[config.mk]
export PLATFORM = sky130hd
export DESIGN_NAME = ram_port_arbiter
export DESIGN_NICKNAME = d
export VERILOG_FILES = /design/src/rtl/ram_port_arbiter.sv
export SDC_FILE = /design/constraint.sdc
export NUM_CORES = 1
export LEC_CHECK = 0
export ABC_CLOCK_PERIOD_IN_PS = 2300
export BUFFER_PORTS_ARGS = -buffer_cell sky130_fd_sc_hd__buf_4
export CORE_UTILIZATION = 23
export DETAILED_ROUTE_END_ITERATION = 10
export GPL_TIMING_DRIVEN = 0
export PLACE_DENSITY = 0.49
export SLEW_MARGIN = 20
export SYNTH_ARGS = -nofsm -noshare
export SYNTH_HDL_FRONTEND = slang
export SYNTH_SLANG_ARGS = --single-unit
[constraint.sdc]
create_clock -name clk -period 2.3 [get_ports clk]
set_clock_uncertainty 0.2 [all_clocks]
set_input_delay 0.115 -clock clk [delete_from_list [all_inputs] [get_ports clk]]
set_output_delay 0.115 -clock clk [all_outputs]
set_load 0.1 [all_outputs]
[src/rtl/ram_port_arbiter.sv]
// ---------------------------------------------------------------------------
// ram_port_arbiter
//
// Shares one single-port synchronous-read RAM between two requesters
// (port 0: SOC data bus, port 1: DMA/VGA side). Every cycle at most one
// eligible requester wins. The winning command is registered onto the RAM
// pins, a one-cycle grant pulse goes back to the winner, and read data is
// returned one cycle after the grant.
//
// Ports
//   clk, reset            : system clock, synchronous active-high reset
//   pX_req/we/addr/wdata  : request from port X, held until pX_gnt
//   pX_gnt                : one-cycle grant / write acknowledge
//   pX_rvalid             : one-cycle read-data-valid pulse (cycle after gnt)
//   pX_rdata              : RAM read data, unregistered pass-through
//   ram_we/addra/dina     : registered command to the RAM wrapper
//   ram_douta             : RAM read data (valid one cycle after address)
//
// Parameters
//   ADDR_W, DATA_W        : RAM word-address and data width
//   FIXED_PRIO            : 1 = port 0 wins every tie, 0 = round-robin
// ---------------------------------------------------------------------------
module ram_port_arbiter #(
    parameter int ADDR_W     = 10,
    parameter int DATA_W     = 32,
    parameter bit FIXED_PRIO = 1'b0
) (
    input  logic              clk,
    input  logic              reset,

    input  logic              p0_req,
    input  logic              p0_we,
    input  logic [ADDR_W-1:0] p0_addr,
    input  logic [DATA_W-1:0] p0_wdata,
    output logic              p0_gnt,
    output logic              p0_rvalid,
    output logic [DATA_W-1:0] p0_rdata,

    input  logic              p1_req,
    input  logic              p1_we,
    input  logic [ADDR_W-1:0] p1_addr,
    input  logic [DATA_W-1:0] p1_wdata,
    output logic              p1_gnt,
    output logic              p1_rvalid,
    output logic [DATA_W-1:0] p1_rdata,

    output logic              ram_we,
    output logic [ADDR_W-1:0] ram_addra,
    output logic [DATA_W-1:0] ram_dina,
    input  logic [DATA_W-1:0] ram_douta
);

    // Command stage
    logic              gnt0_q, gnt0_d;
    logic              gnt1_q, gnt1_d;
    logic              ram_we_q, ram_we_d;
    logic [ADDR_W-1:0] addr_q, addr_d;
    logic [DATA_W-1:0] din_q, din_d;
    // Port that won the most recent arbitration (1 after reset so port 0
    // takes the first tie).
    logic              last_q, last_d;
    // Read-return tag stage: a read is in the RAM, and which port owns it.
    logic              rd_pend_q, rd_pend_d;
    logic              rd_id_q, rd_id_d;

    // Arbitration
    logic              elig0, elig1;
    logic              win_valid;
    logic              win_sel;
    logic              win_we;
    logic [ADDR_W-1:0] win_addr;
    logic [DATA_W-1:0] win_wdata;

    always_comb begin
        // A port whose grant is high this cycle has already been issued;
        // masking it stops the still-held request from being issued twice.
        elig0 = p0_req & ~gnt0_q;
        elig1 = p1_req & ~gnt1_q;

        win_valid = elig0 | elig1;
        if (elig0 && elig1) begin
            win_sel = FIXED_PRIO ? 1'b0 : ~last_q;
        end else begin
            win_sel = elig1;
        end

        win_we    = win_sel ? p1_we    : p0_we;
        win_addr  = win_sel ? p1_addr  : p0_addr;
        win_wdata = win_sel ? p1_wdata : p0_wdata;

        gnt0_d   = win_valid & ~win_sel;
        gnt1_d   = win_valid &  win_sel;
        ram_we_d = win_valid &  win_we;
        addr_d   = win_valid ? win_addr  : addr_q;
        din_d    = win_valid ? win_wdata : din_q;
        last_d   = win_valid ? win_sel   : last_q;

        // The RAM returns data one cycle after the address, so a read that is
        // on the RAM pins now is returned to its owner next cycle.
        rd_pend_d = (gnt0_q | gnt1_q) & ~ram_we_q;
        rd_id_d   = gnt1_q;
    end

    always_ff @(posedge clk) begin
        if (reset) begin
            gnt0_q    <= 1'b0;
            gnt1_q    <= 1'b0;
            ram_we_q  <= 1'b0;
            addr_q    <= '0;
            din_q     <= '0;
            last_q    <= 1'b1;
            rd_pend_q <= 1'b0;
            rd_id_q   <= 1'b0;
        end else begin
            gnt0_q    <= gnt0_d;
            gnt1_q    <= gnt1_d;
            ram_we_q  <= ram_we_d;
            addr_q    <= addr_d;
            din_q     <= din_d;
            last_q    <= last_d;
            rd_pend_q <= rd_pend_d;
            rd_id_q   <= rd_id_d;
        end
    end

    assign p0_gnt    = gnt0_q;
    assign p1_gnt    = gnt1_q;
    assign p0_rvalid = rd_pend_q & ~rd_id_q;
    assign p1_rvalid = rd_pend_q &  rd_id_q;
    assign p0_rdata  = ram_douta;
    assign p1_rdata  = ram_douta;

    assign ram_we    = ram_we_q;
    assign ram_addra = addr_q;
    assign ram_dina  = din_q;

endmodule

==> results.sh <==
export IMPL_outcome="finished, final reports clean"
export IMPL_seqPwrFrac_pct=26.3
export IMPL_netlist_instances=339
export IMPL_core_sq_um=12770
export IMPL_min_period_over_period_pct=93.91
export IMPL_detailed_place_hpwl_mm=8.313
export IMPL_worstHoldPathCells=4
export IMPL_gr_total_overflow=0
export IMPL_place_congestion=0.7118
export IMPL_worstPathMaxFanout=10
export IMPL_hold_class="in -> reg"
export IMPL_relSlewSlack_pct=64.16
export IMPL_dr_first_iter_drc_count=113
export IMPL_startpoint_type="input pin"
export IMPL_critical_path_class="in -> reg"
export IMPL_cts_root_buf="clkbuf_16"
export IMPL_design_die_area_sq_um=13720
export IMPL_p_int_mw=1.944
export IMPL_antenna_found_initial=0
export IMPL_numCtsBuffers=5
export IMPL_clkSlewWorstSetupHoldPaths_ps=70
export IMPL_yosys_warnings=0
export IMPL_critPathCaptureType="flop"
export IMPL_crit_family="buffers and inverters"
export IMPL_wl_mm=11.05
export IMPL_fin_util_pct=38.86
export IMPL_cts_sink_count=48
export IMPL_worstMarginPinSlew_ps=537.6
export IMPL_numPlacedInstances=710
export IMPL_diodes=0
export IMPL_final_nets=671
export IMPL_start_util_pct=23.86
export IMPL_drtPass1Iterations=4
export IMPL_synth_area_per_cell_sq_um=8.991
export IMPL_swShare_pct=47.69
export IMPL_cp_slowest_stage_delay_ps=540
export IMPL_r2r_end="p0_gnt$_SDFF_PP0_"
export IMPL_syn_nets=461
export IMPL_hold_violations=0
export IMPL_grt_setup_unrepaired="false"
export IMPL_cts_buffer_depth=2
export IMPL_max_freq_ghz=0.4630
export IMPL_netlist_area_sq_um=3048
export IMPL_vias=3251
export IMPL_synth_seq_cells=48
export IMPL_setup_violations_final=0
export IMPL_htree_num_levels=2
export IMPL_fin_cells=722
export IMPL_clock_latency_ps=290
export IMPL_finalCriticalPeriod_ps=2160
export IMPL_final_antenna_net_count=0
export IMPL_irDropWorstVdd_mv=0.2933
export IMPL_power_total_mw=3.717
export IMPL_tritoncts="yes"
export IMPL_worstReg2RegStart="p0_gnt$_SDFF_PP0_"
export IMPL_drive_above_1_share_pct=52.91
export IMPL_min_from="p0_wdata[24]"
export IMPL_yosysSeqAreaShare_pct=31.53
export IMPL_grt_max_degree=15
export IMPL_maxSlewViolCount=0
export IMPL_post_cts_resized=0
export IMPL_wl_per_cell_microns=15.30
export IMPL_crit_arrival_ps=2130
export IMPL_pwr_density_cell_nw_per_um2=748.9
export IMPL_io_pin_count=233
export IMPL_crit_buf_inv=6
export IMPL_rr_worst_depth=6
export IMPL_synth_distinct_cells=21
export IMPL_rows=41
export IMPL_fin_ws_ps=140.1
export IMPL_power_switching_mw=1.773
export IMPL_cap_viol_max_count=0
export IMPL_grt_pass1_vias=3213
export IMPL_clkPwrFrac_pct=22.8
export IMPL_setup_tns_ps=0
export IMPL_post_cts_buffers=0
export IMPL_power_frac_comb_pct=50.8
export IMPL_drc_errors=0
export IMPL_grt_first_pass_wirelength_mm=16.39
export IMPL_die_w_microns=117.1
export IMPL_crit_required_ps=2280
export IMPL_grt_use_total_pct=15.63
export IMPL_slowest_stage="dlygate4sd3_1"
export IMPL_pre_cts_ws_ps=412.9
export IMPL_die_h_microns=117.1
export IMPL_p_leak_nw=2.305
export IMPL_min_to="ram_dina[24]$_SDFFE_PP0N_"
export IMPL_worstPathCellList="dlygate4sd3_1 -> buf_4 -> nand2b_4 -> buf_6 -> buf_4 -> buf_2 -> a21o_1 -> a21oi_1 -> dlygate4sd3_1"
export IMPL_r2r_slack_ps=180
export IMPL_viasPerCell=4.503
export IMPL_port_buffers=199
export IMPL_syn2layout_area_growth_pct=62.85
## worst reg2reg max path, stage by stage (launching register included)
cell	delay (ps)
dfxtp_2	370
nand2b_4	130
buf_6	130
clkbuf_1	400
a21o_1	200
a21oi_1	40
dlygate4sd3_1	540
## per-stage QoR
| stage | instance area (sq um) | hold slack, ps |
|---|---|---|
| finish | 4964 | 18.42 |
| global route | 4964 | 35.20 |
| CTS | 4964 | 16.40 |
| detailed placement | 4760 | 190.1 |
| global placement | 4760 | 191.1 |
| floorplan | 3050 | 59.45 |
## cell usage in the layout (no fill, tap or decap), types with 4 or more instances in the layout
cell / n
buf_4: 264
a21oi_1: 45
nand2b_1: 42
buf_2: 9
nor4b_1: 42
dlygate4sd3_1: 4
clkbuf_1: 23
a221o_1: 42
clkbuf_16: 5
dfxtp_1: 46
buf_6: 7
## metal layers
layer  part of all wire, %  track usage [%]  wire length [microns]  vias up
met5                     0                0                      0        -
met2                    47            26.19                   5209      157
met1                    44            20.35                   4828     1486
met3                   8.4            3.553                    923        6
met4                  0.76            3.713                     84        0
li1                      -                -                      -     1602
## cell usage after synthesis, drive strengths merged
library cell,n,area share (%)
a21o,1,0.25
nor3,1,0.16
nand2b,44,9.5
a221o,42,14
nand2,2,0.25
and2,1,0.21
dfxtp,48,32
nand3,1,0.16
and2b,1,0.25
nor2,2,0.25
buf,81,20
clkbuf,22,2.7
nor4b,42,12
nor2b,2,0.41
nand3b,1,0.25
and3b,2,0.57
o21ai,1,0.16
a21oi,45,7.4
## how the worst max path moves through the flow
| stage | from | to | slack, ps | cells after the start |
|---|---|---|---|---|
| 3_5_place_dp | p0_gnt$_SDFF_PP0_ | ram_addra[0]$_SDFFE_PP0N_ | 410 | 5 |
| 4_1_cts | p1_req | ram_we$_SDFF_PP0_ | 110 | 9 |
| 5_1_grt | p1_req | ram_we$_SDFF_PP0_ | 10 | 9 |
| 6_report | p1_req | p0_gnt$_SDFF_PP0_ | 140 | 9 |
| 3_3_place_gp | p0_gnt$_SDFF_PP0_ | ram_addra[3]$_SDFFE_PP0N_ | 450 | 5 |
| 2_1_floorplan | p1_gnt$_SDFF_PP0_ | ram_dina[11]$_SDFFE_PP0N_ | 300 | 6 |
## power groups by stage
stage | logic, mW | registers, mW | clock network, mW
6_report | 1.89 | 0.979 | 0.849
3_5_place_dp | 1.89 | 0.996 | 0
4_1_cts | 1.90 | 0.980 | 0.873
2_1_floorplan | 0.831 | 1.61 | 0
3_3_place_gp | 1.89 | 0.995 | 0
5_1_grt | 1.97 | 0.991 | 0.906
## state kept, by name, indices dropped and copies added (netlist names)
name       flops
ram_we         1
rd_id_q        1
ram_addra     10
p0_gnt         1
last_q         1
rd_pend_q      1
ram_dina      32
p1_gnt         1
## cell families (layout without fill, tap and decap cells)
group / after synthesis / after routing / share of synthesized area (%)
AOI/OAI and AO/OA: 89 / 89 / 21.59
and+or+nand+nor: 99 / 99 / 24.10
buffers and inverters: 103 / 314 / 22.78
DFF: 48 / 48 / 31.53
## repair_timing
| item | 4_1_cts | 5_1_grt |
|---|---|---|
| hold buffers | 4 | 0 |
| endpoints found under the hold margin | 2 | 0 |
| setup endpoints to repair | 0 | 0 |
## layout make-up
| cell class | count | area (sq um) |
|---|---|---|
| clock inverters | 2 | 35.03 |
| multi-input cells | 188 | 1393 |
| fillers | 1334 | 7810 |
| plain buffers | 103 | 694.4 |
| well taps | 172 | 215.2 |
| clock buffers | 6 | 128.9 |
| repair buffers | 203 | 1534 |
| flip-flops and latches | 48 | 963.4 |
(Power assumes the default switching activity.)
